## config.mk

```make
export PLATFORM = sky130hd
export DESIGN_NAME = status_scan_scheduler
export DESIGN_NICKNAME = d
export VERILOG_FILES = /design/src/rtl/status_scan_scheduler.sv
export SDC_FILE = /design/constraint.sdc
export NUM_CORES = 1
export LEC_CHECK = 0
export CORE_UTILIZATION = 30
export CTS_BUF_LIST = sky130_fd_sc_hd__clkbuf_4
export DETAILED_ROUTE_END_ITERATION = 7
export SYNTH_ARGS = -nofsm -noshare
export SYNTH_HDL_FRONTEND = slang
export SYNTH_SLANG_ARGS = --single-unit
```

## constraint.sdc

```tcl
create_clock -name clk -period 3.7 [get_ports clk]
set_clock_uncertainty 0.2 [all_clocks]
set_input_delay 0.37 -clock clk [delete_from_list [all_inputs] [get_ports clk]]
set_output_delay 0.37 -clock clk [all_outputs]
set_load 0.02 [all_outputs]
```

## src/rtl/status_scan_scheduler.sv

```systemverilog
// status_scan_scheduler
//
// Shares one status-to-digit decoder across N_CH 2-bit status channels.
// Each digit is selected for SCAN_DIV clocks, round-robin. All channels are
// captured into snapshot registers together, at frame boundaries, through a
// req/ack handshake. A channel whose snapshot value changes gets a sticky
// changed flag, and the digit for that channel blinks.
//
// Ports:
//   clk          system clock
//   reset_n      synchronous active-low reset
//   enable       scan enable; low blanks the display and halts the scan
//   std_in       live statuses, channel i at [2i+1:2i]
//   upd_req      snapshot request (level, held until upd_ack)
//   upd_ack      one-cycle pulse on the cycle the snapshot registers load
//   clr_changed  clears all changed flags
//   std_out      snapshot status of the current channel (decoder input)
//   dig_sel      one-hot active-low digit enables
//   ch_idx       current channel index
//   frame_tick   one-cycle pulse when ch_idx wraps N_CH-1 -> 0
//   changed      sticky per-channel change flags
module status_scan_scheduler #(
    parameter int N_CH         = 4,
    parameter int SCAN_DIV     = 50000,
    parameter int BLINK_FRAMES = 8
) (
    input  logic                    clk,
    input  logic                    reset_n,
    input  logic                    enable,
    input  logic [2*N_CH-1:0]       std_in,
    input  logic                    upd_req,
    output logic                    upd_ack,
    input  logic                    clr_changed,
    output logic [1:0]              std_out,
    output logic [N_CH-1:0]         dig_sel,
    output logic [$clog2(N_CH)-1:0] ch_idx,
    output logic                    frame_tick,
    output logic [N_CH-1:0]         changed
);

    localparam int CW = $clog2(N_CH);
    localparam int PW = $clog2(SCAN_DIV);
    localparam int BW = (BLINK_FRAMES > 1) ? $clog2(BLINK_FRAMES) : 1;

    localparam logic [CW-1:0] LAST_CH    = CW'(N_CH - 1);
    localparam logic [PW-1:0] LAST_PRESC = PW'(SCAN_DIV - 1);
    localparam logic [BW-1:0] LAST_BLINK = BW'(BLINK_FRAMES - 1);

    // State registers
    logic [PW-1:0]       presc_r;
    logic [CW-1:0]       ch_idx_r;
    logic                run_r;        // scan was running last cycle
    logic [2*N_CH-1:0]   snap_r;
    logic [N_CH-1:0]     changed_r;
    logic                phase_r;      // 0 = visible, 1 = hidden
    logic [BW-1:0]       blink_cnt_r;
    logic [1:0]          std_out_r;
    logic [N_CH-1:0]     dig_sel_r;
    logic                upd_ack_r;
    logic                frame_tick_r;

    // Next-state values
    logic                slot_end_s;
    logic                wrap_s;
    logic                load_s;
    logic [PW-1:0]       presc_nxt_s;
    logic [CW-1:0]       ch_nxt_s;
    logic [2*N_CH-1:0]   snap_nxt_s;
    logic [N_CH-1:0]     changed_nxt_s;
    logic                phase_nxt_s;
    logic [BW-1:0]       blink_cnt_nxt_s;
    logic [1:0]          std_out_nxt_s;
    logic [N_CH-1:0]     dig_sel_nxt_s;

    assign ch_idx     = ch_idx_r;
    assign std_out    = std_out_r;
    assign dig_sel    = dig_sel_r;
    assign upd_ack    = upd_ack_r;
    assign frame_tick = frame_tick_r;
    assign changed    = changed_r;

    // Scan position: the first enabled cycle after reset or after a disabled
    // period only (re)starts at channel 0 slot 0, so that slot gets its full
    // SCAN_DIV length. Counting starts on the following cycle.
    always_comb begin
        presc_nxt_s = '0;
        ch_nxt_s    = '0;
        slot_end_s  = enable & run_r & (presc_r == LAST_PRESC);
        wrap_s      = slot_end_s & (ch_idx_r == LAST_CH);
        if (enable && run_r) begin
            if (slot_end_s) begin
                presc_nxt_s = '0;
                if (ch_idx_r == LAST_CH) begin
                    ch_nxt_s = '0;
                end else begin
                    ch_nxt_s = ch_idx_r + CW'(1);
                end
            end else begin
                presc_nxt_s = presc_r + PW'(1);
                ch_nxt_s    = ch_idx_r;
            end
        end else begin
            presc_nxt_s = '0;
            ch_nxt_s    = '0;
        end
    end

    // Snapshot load and change flags. A request is not served on the cycle
    // right after an ack, which keeps upd_ack a single-cycle pulse while the
    // requester is still dropping upd_req. A set beats a same-cycle clear.
    always_comb begin
        snap_nxt_s    = snap_r;
        changed_nxt_s = changed_r;
        if (enable) begin
            load_s = upd_req & ~upd_ack_r & wrap_s;
        end else begin
            load_s = upd_req & ~upd_ack_r;
        end
        if (clr_changed) begin
            changed_nxt_s = '0;
        end else begin
            changed_nxt_s = changed_r;
        end
        if (load_s) begin
            snap_nxt_s = std_in;
            for (int i = 0; i < N_CH; i++) begin
                if (std_in[2*i +: 2] != snap_r[2*i +: 2]) begin
                    changed_nxt_s[i] = 1'b1;
                end else begin
                    changed_nxt_s[i] = changed_nxt_s[i];
                end
            end
        end else begin
            snap_nxt_s = snap_r;
        end
    end

    // Blink phase toggles every BLINK_FRAMES frame wraps; held otherwise.
    always_comb begin
        phase_nxt_s     = phase_r;
        blink_cnt_nxt_s = blink_cnt_r;
        if (wrap_s) begin
            if (blink_cnt_r == LAST_BLINK) begin
                blink_cnt_nxt_s = '0;
                phase_nxt_s     = ~phase_r;
            end else begin
                blink_cnt_nxt_s = blink_cnt_r + BW'(1);
                phase_nxt_s     = phase_r;
            end
        end else begin
            blink_cnt_nxt_s = blink_cnt_r;
            phase_nxt_s     = phase_r;
        end
    end

    // Display outputs come from next-state values, so std_out, dig_sel and
    // ch_idx all change on the same edge and reflect a fresh snapshot at once.
    always_comb begin
        std_out_nxt_s = 2'b00;
        dig_sel_nxt_s = '1;
        if (enable) begin
            std_out_nxt_s = snap_nxt_s[{ch_nxt_s, 1'b0} +: 2];
            if (changed_nxt_s[ch_nxt_s] && phase_nxt_s) begin
                dig_sel_nxt_s = '1;
            end else begin
                dig_sel_nxt_s           = '1;
                dig_sel_nxt_s[ch_nxt_s] = 1'b0;
            end
        end else begin
            std_out_nxt_s = 2'b00;
            dig_sel_nxt_s = '1;
        end
    end

    // All state and registered outputs.
    always_ff @(posedge clk) begin
        if (!reset_n) begin
            presc_r      <= '0;
            ch_idx_r     <= '0;
            run_r        <= 1'b0;
            snap_r       <= '0;
            changed_r    <= '0;
            phase_r      <= 1'b0;
            blink_cnt_r  <= '0;
            std_out_r    <= 2'b00;
            dig_sel_r    <= '1;
            upd_ack_r    <= 1'b0;
            frame_tick_r <= 1'b0;
        end else begin
            presc_r      <= presc_nxt_s;
            ch_idx_r     <= ch_nxt_s;
            run_r        <= enable;
            snap_r       <= snap_nxt_s;
            changed_r    <= changed_nxt_s;
            phase_r      <= phase_nxt_s;
            blink_cnt_r  <= blink_cnt_nxt_s;
            std_out_r    <= std_out_nxt_s;
            dig_sel_r    <= dig_sel_nxt_s;
            upd_ack_r    <= load_s;
            frame_tick_r <= wrap_s;
        end
    end

endmodule

```

-- Word-level counts from Yosys, hierarchy flattened
Index checks and enable logic that the tools add are counted.
- bits in registers: 43
- bits in latches: 0
- memory bits (writable): 0
- bits in read-only memories: 0
- output and inout bits: 14
- word-level logic and storage cells: 59
- memories: 0
- add/subtract/negate cells: 3
- multipliers: 0
- divide/modulo/power cells: 0
- order comparisons: 2
- eq/ne operators: 7
- shift-type cells: 1
- muxes and demuxes: 18
- bitwise logic cells: 11
- reduce and logical (&&, ||, !) cells: 6
- operators by type and width (kind ; number):
    16-bit by 1-bit adder with 16-bit output, second input constant ; 1
    16-bit equality test, second input constant ; 1
    1-bit 2-to-1 mux ; 9
    4-bit 2-to-1 mux ; 2
    8-bit 2-to-1 mux ; 1
    2-bit != test ; 4
    8-bit by 4-bit variable part select with 2-bit output ; 1
    2-bit 2-to-1 mux ; 3
    3-bit OR reduction ; 2
    1-bit bitwise AND ; 5
    1-bit inverter ; 5
    4-bit inverter ; 1
    3-bit by 1-bit adder with 3-bit output, second input constant ; 1
    3-bit equality test, second input constant ; 1
    1-bit logical AND ; 3
    2-bit by 3-bit < comparator with 1-bit output, second input constant ; 1
    3-bit 2-to-1 mux ; 1
    2-bit by 1-bit adder with 2-bit output, second input constant ; 1
    1-bit binary-select mux with 2-bit select ; 1
    1-bit demux with 2-bit select ; 1
    2-bit equality test, second input constant ; 1
    2-bit by 1-bit >= comparator with 1-bit output, second input constant ; 1
    2-bit AND reduction ; 1

-- Logic depth before layout (Yosys ltp)
- word-level depth: 10
- depth in mapped cells: 9
- mapped depth without buffers: 7

-- Least setup slack after synthesis
Ideal clock, no wire load.
- kind: register to register
- start: register presc_r[0]
- end: register std_out_r[1], in the netlist std_out[1]
- setup time: 137 ps
- data arrival time: 1870 ps
- required time: 3363 ps
- slack: 1493 ps
- cell stages (with the launch flop): 9
- period minus slack after synthesis: 2207 ps
- cells stage by stage: dfxtp_1 > ha_1 > and3_1 > buf_2 > nand4_4 > mux2i_4 > mux2_4 > a22oi_2 > a221oi_2
- longest elaborated chain between the ends: 7
- elaborated cells between the ends (all ways): 9
- classes of those cells: 1 x eq/ne; 1 x shift; 4 x mux; 3 x bitwise
- ends and longest elaborated chain (what ; RTL line ; RTL):
    start: declaration ; 50 ; logic [PW-1:0] presc_r;
    start signal: assignment ; 190 ; presc_r <= presc_nxt_s;
    16-bit equality test * ; 88 ; slot_end_s = enable & run_r & (presc_r == LAST_PRESC);
    1-bit bitwise AND * ; 88 ;
    1-bit bitwise AND ; 89 ; wrap_s = slot_end_s & (ch_idx_r == LAST_CH);
    1-bit bitwise AND ; 115 ; load_s = upd_req & ~upd_ack_r & wrap_s;
    1-bit 2-to-1 mux ; 114 ; if (enable) begin
    8-bit 2-to-1 mux ; 124 ; if (load_s) begin
    8-bit by 4-bit variable part select with 2-bit output * ; 162 ; std_out_nxt_s = snap_nxt_s[{ch_nxt_s, 1'b0} +: 2];
    end signal: assignment ; 197 ; std_out_r <= std_out_nxt_s;
    end: declaration ; 57 ; logic [1:0] std_out_r;
Every way passes the cells marked *; elsewhere a longest branch is shown, timed or not.
A chain may end at the register's enable or synchronous reset.

-- Final worst setup path
- start: register presc_r[0]
- end: register dig_sel_r[2], in the netlist dig_sel[2]
- longest elaborated chain between the ends: 10
- elaborated cells between the ends (all ways): 19
- classes of those cells: 2 x order compare; 1 x eq/ne; 9 x mux; 4 x bitwise; 3 x reduce/logical
- ends and longest elaborated chain (what ; RTL line ; RTL):
    16-bit equality test * ; 88 ;
    1-bit bitwise AND * ; 88 ;
    1-bit bitwise AND ; 89 ;
    1-bit bitwise AND ; 115 ;
    1-bit 2-to-1 mux ; 114 ;
    4-bit 2-to-1 mux ; 124 ;
    1-bit binary-select mux with 2-bit select ; 163 ; if (changed_nxt_s[ch_nxt_s] && phase_nxt_s) begin
    1-bit 2-to-1 mux (implied by the code) ; 163 ;
    1-bit logical AND ; 163 ;
    3-bit OR reduction (no source line) ; - ;
    end signal: assignment ; 198 ; dig_sel_r <= dig_sel_nxt_s;
    end: declaration ; 58 ; logic [N_CH-1:0] dig_sel_r;
Every way passes the cells marked *; elsewhere a longest branch is shown, timed or not. The select of a mux whose other input is x is not followed.

==> impl_metrics.ini <==
[yosys]
yosysUniqueCellTypes = 39
async_flop_share_pct = 0
seq_area_frac_synth_pct = 44.6
synth_top_cells_by_area = dfxtp_1, mux2i_1, nor2_1
synth.top_cell.area_share_pct = 44.6
synth-seq-cells = 43
avgSynthCellArea_um2 = 9.90
synth_edf_count = 0
synth_ff_type = dfxtp_1
synth.most_common_cell = dfxtp_1
yosys_warnings = 0
syn_nets = 212
syn_area_mm2 = 0.00193
synth_area_leader_cell = dfxtp_1
synthTopCellsByCount = dfxtp_1, nor2_1, mux2i_1
netlist_instances = 195

[clocking]
cts_resized = 0
cts_tree = built
cts_sinks = 43
root_buffer = clkbuf_4
cts_setup_buffers = 0
h-tree-depth = 2
hold_buffers = 0
path_clk_slew_ps = 130
clk_latency_ps = 360
clk_path_buf_depth = 2
cts_buffers = 5

[detailed_routing]
postRouteAntennaNets = 0
drt_iter0_drc = 18
drc = 0
num_vias = 1379
routed_wl_um = 3700
wire_per_inst_um = 12.4
firstDrtPassIters = 4
via_per_inst = 4.61

[pwr]
peakVddDrop_mv = 0.136
powerDensity_mw_per_mm2 = 340
leakagePower_nw = 0.854
finalPower_mw = 0.787

[worst_setup_path]
r2r-start = presc_r[0]$_SDFF_PP0_
reg2reg_depth = 6
worstPathArrival_ps = 2610
cp_max_fo = 17
crit_type = flip-flop to flip-flop
cp-end-kind = flip-flop
cp-start-kind = flip-flop
worstPathRequired_ps = 3790
setup.worst_path.start = presc_r[0]$_SDFF_PP0_

[timing]
min_period_over_period_pct = 68.2
setup_violations = 0
finalHoldViolations = 0
slew_viol_final = 0
fin_tns_setup_ps = 0
period_needed_ps = 2520
rsz0062_at_grt = no
fmax_ghz = 0.396
tightest_slew_ps = 900
slew_headroom_pct = 40.0

[floorplanning]
core_area_mm2 = 0.00606
num_rows = 28
dieWidth_um = 82.2
start_util_pct = 31.9
pin_count = 27
die_height_um = 82.2
die_area_mm2 = 0.00676

[global_route]
antenna_found_initial = 0
grt_usage_pct = 12.7
grt-ovfl-total = 0
grt_pass1_vias = 1372
grt_start_max_net_pins = 19
grt_pass1_wl_um = 6340

[placed_design]
gp_congestion = 0.708
numPortBuffers = 26
hpwl_um = 2590

[cells_and_area]
fillers = 638
antenna_cells = 0
drive_gt1_share_pct = 8.93
areaGrowthSynthToFinish_pct = 19.7
multiInputGateArea_mm2 = 0.00102
regArea_um2 = 861
nets = 240

[hold_path]
hold_path_depth = 1
hp-class = flip-flop to flip-flop
min_from = presc_r[0]$_SDFF_PP0_

[status]
outcome = finished clean

[job]
maxCapViolCount = 0
==> layer usage <==
layer / track usage [%] / wire length [um]
met2: 19.5 / 1580
met5: 0 / 0
met3: 5.38 / 181
met1: 16.0 / 1900
met4: 3.68 / 43
==> state kept, by name, indices dropped and copies added (netlist names) <==
register,flops
phase_r,1
blink_cnt_r,3
changed,4
run_r,1
upd_ack,1
dig_sel,4
presc_r,16
frame_tick,1
ch_idx,2
snap_r,8
std_out,2
==> where the power goes <==
part	internal, mW	switching [mW]
Sequential	0.472	0.00688
Combinational	0.0367	0.0347
Clock	0.0731	0.163
==> worst max-delay path, cell delays in order, from the launching register on <==
cell and delay (ps):
dfxtp_1 370, ha_1 180, and3_1 290, nand4_4 190
o21ai_2 770, a21oi_1 230, o221ai_1 220
==> final cells by class <==
type / instances / area share, %
Inverter: 5 / 0.812
Clock buffer: 5 / 1.62
Multi-Input combinational cell: 142 / 44.1
Sequential cell: 43 / 37.2
Clock inverter: 3 / 0.866
Timing Repair Buffer: 26 / 11.3
Tap cell: 75 / 4.06
==> cell usage in the layout, fill, tap and decap left out, types with 2 or more instances in the layout <==
master	count
a21oi_1	9
and2_1	3
and3_1	5
and4bb_2	2
clkbuf_4	5
clkdlybuf4s50_1	26
clkinv_1	2
dfxtp_1	43
ha_1	4
inv_1	4
mux2i_1	16
nand2_1	8
nand3_1	7
nand4_1	2
nor2_1	35
nor2b_1	6
nor3_1	2
o211ai_1	2
o21ai_0	2
o221ai_1	2
or3_1	3
xnor2_1	14
xor2_1	6
==> cells by family after synthesis <==
family / share of synthesized area, %
compound gates: 6.80
xor+xnor: 9.92
fa+ha+maj: 2.59
buf+inv: 2.59
flops: 44.6
mux: 10.2
simple gates: 23.3
==> through the flow <==
| stage | util (%) | setup WS [ps] | area, um^2 | hold WS [ps] | cells |
|---|---|---|---|---|---|
| finish | 38.1 | 1180 | 2310 | 257 | 299 |
| CTS | 38.1 | 1140 | 2310 | 255 | 299 |
| floorplan | - | 1490 | 1930 | 213 | 195 |
| detailed placement | 37.2 | 1180 | 2250 | 236 | 291 |
| global route | 38.1 | 924 | 2310 | 279 | 299 |
| global placement | 37.2 | 1210 | 2250 | 222 | 291 |
==> worst paths after layout <==
path	to	slack, ps
worst max-delay path	dig_sel[2]$_SDFF_PP1_	1180
worst min-delay path	presc_r[0]$_SDFF_PP0_	260
worst max register to register	dig_sel[2]$_SDFF_PP1_	1180
worst min register to register	presc_r[0]$_SDFF_PP0_	260
Note: power is estimated with default switching activity, not from simulation.
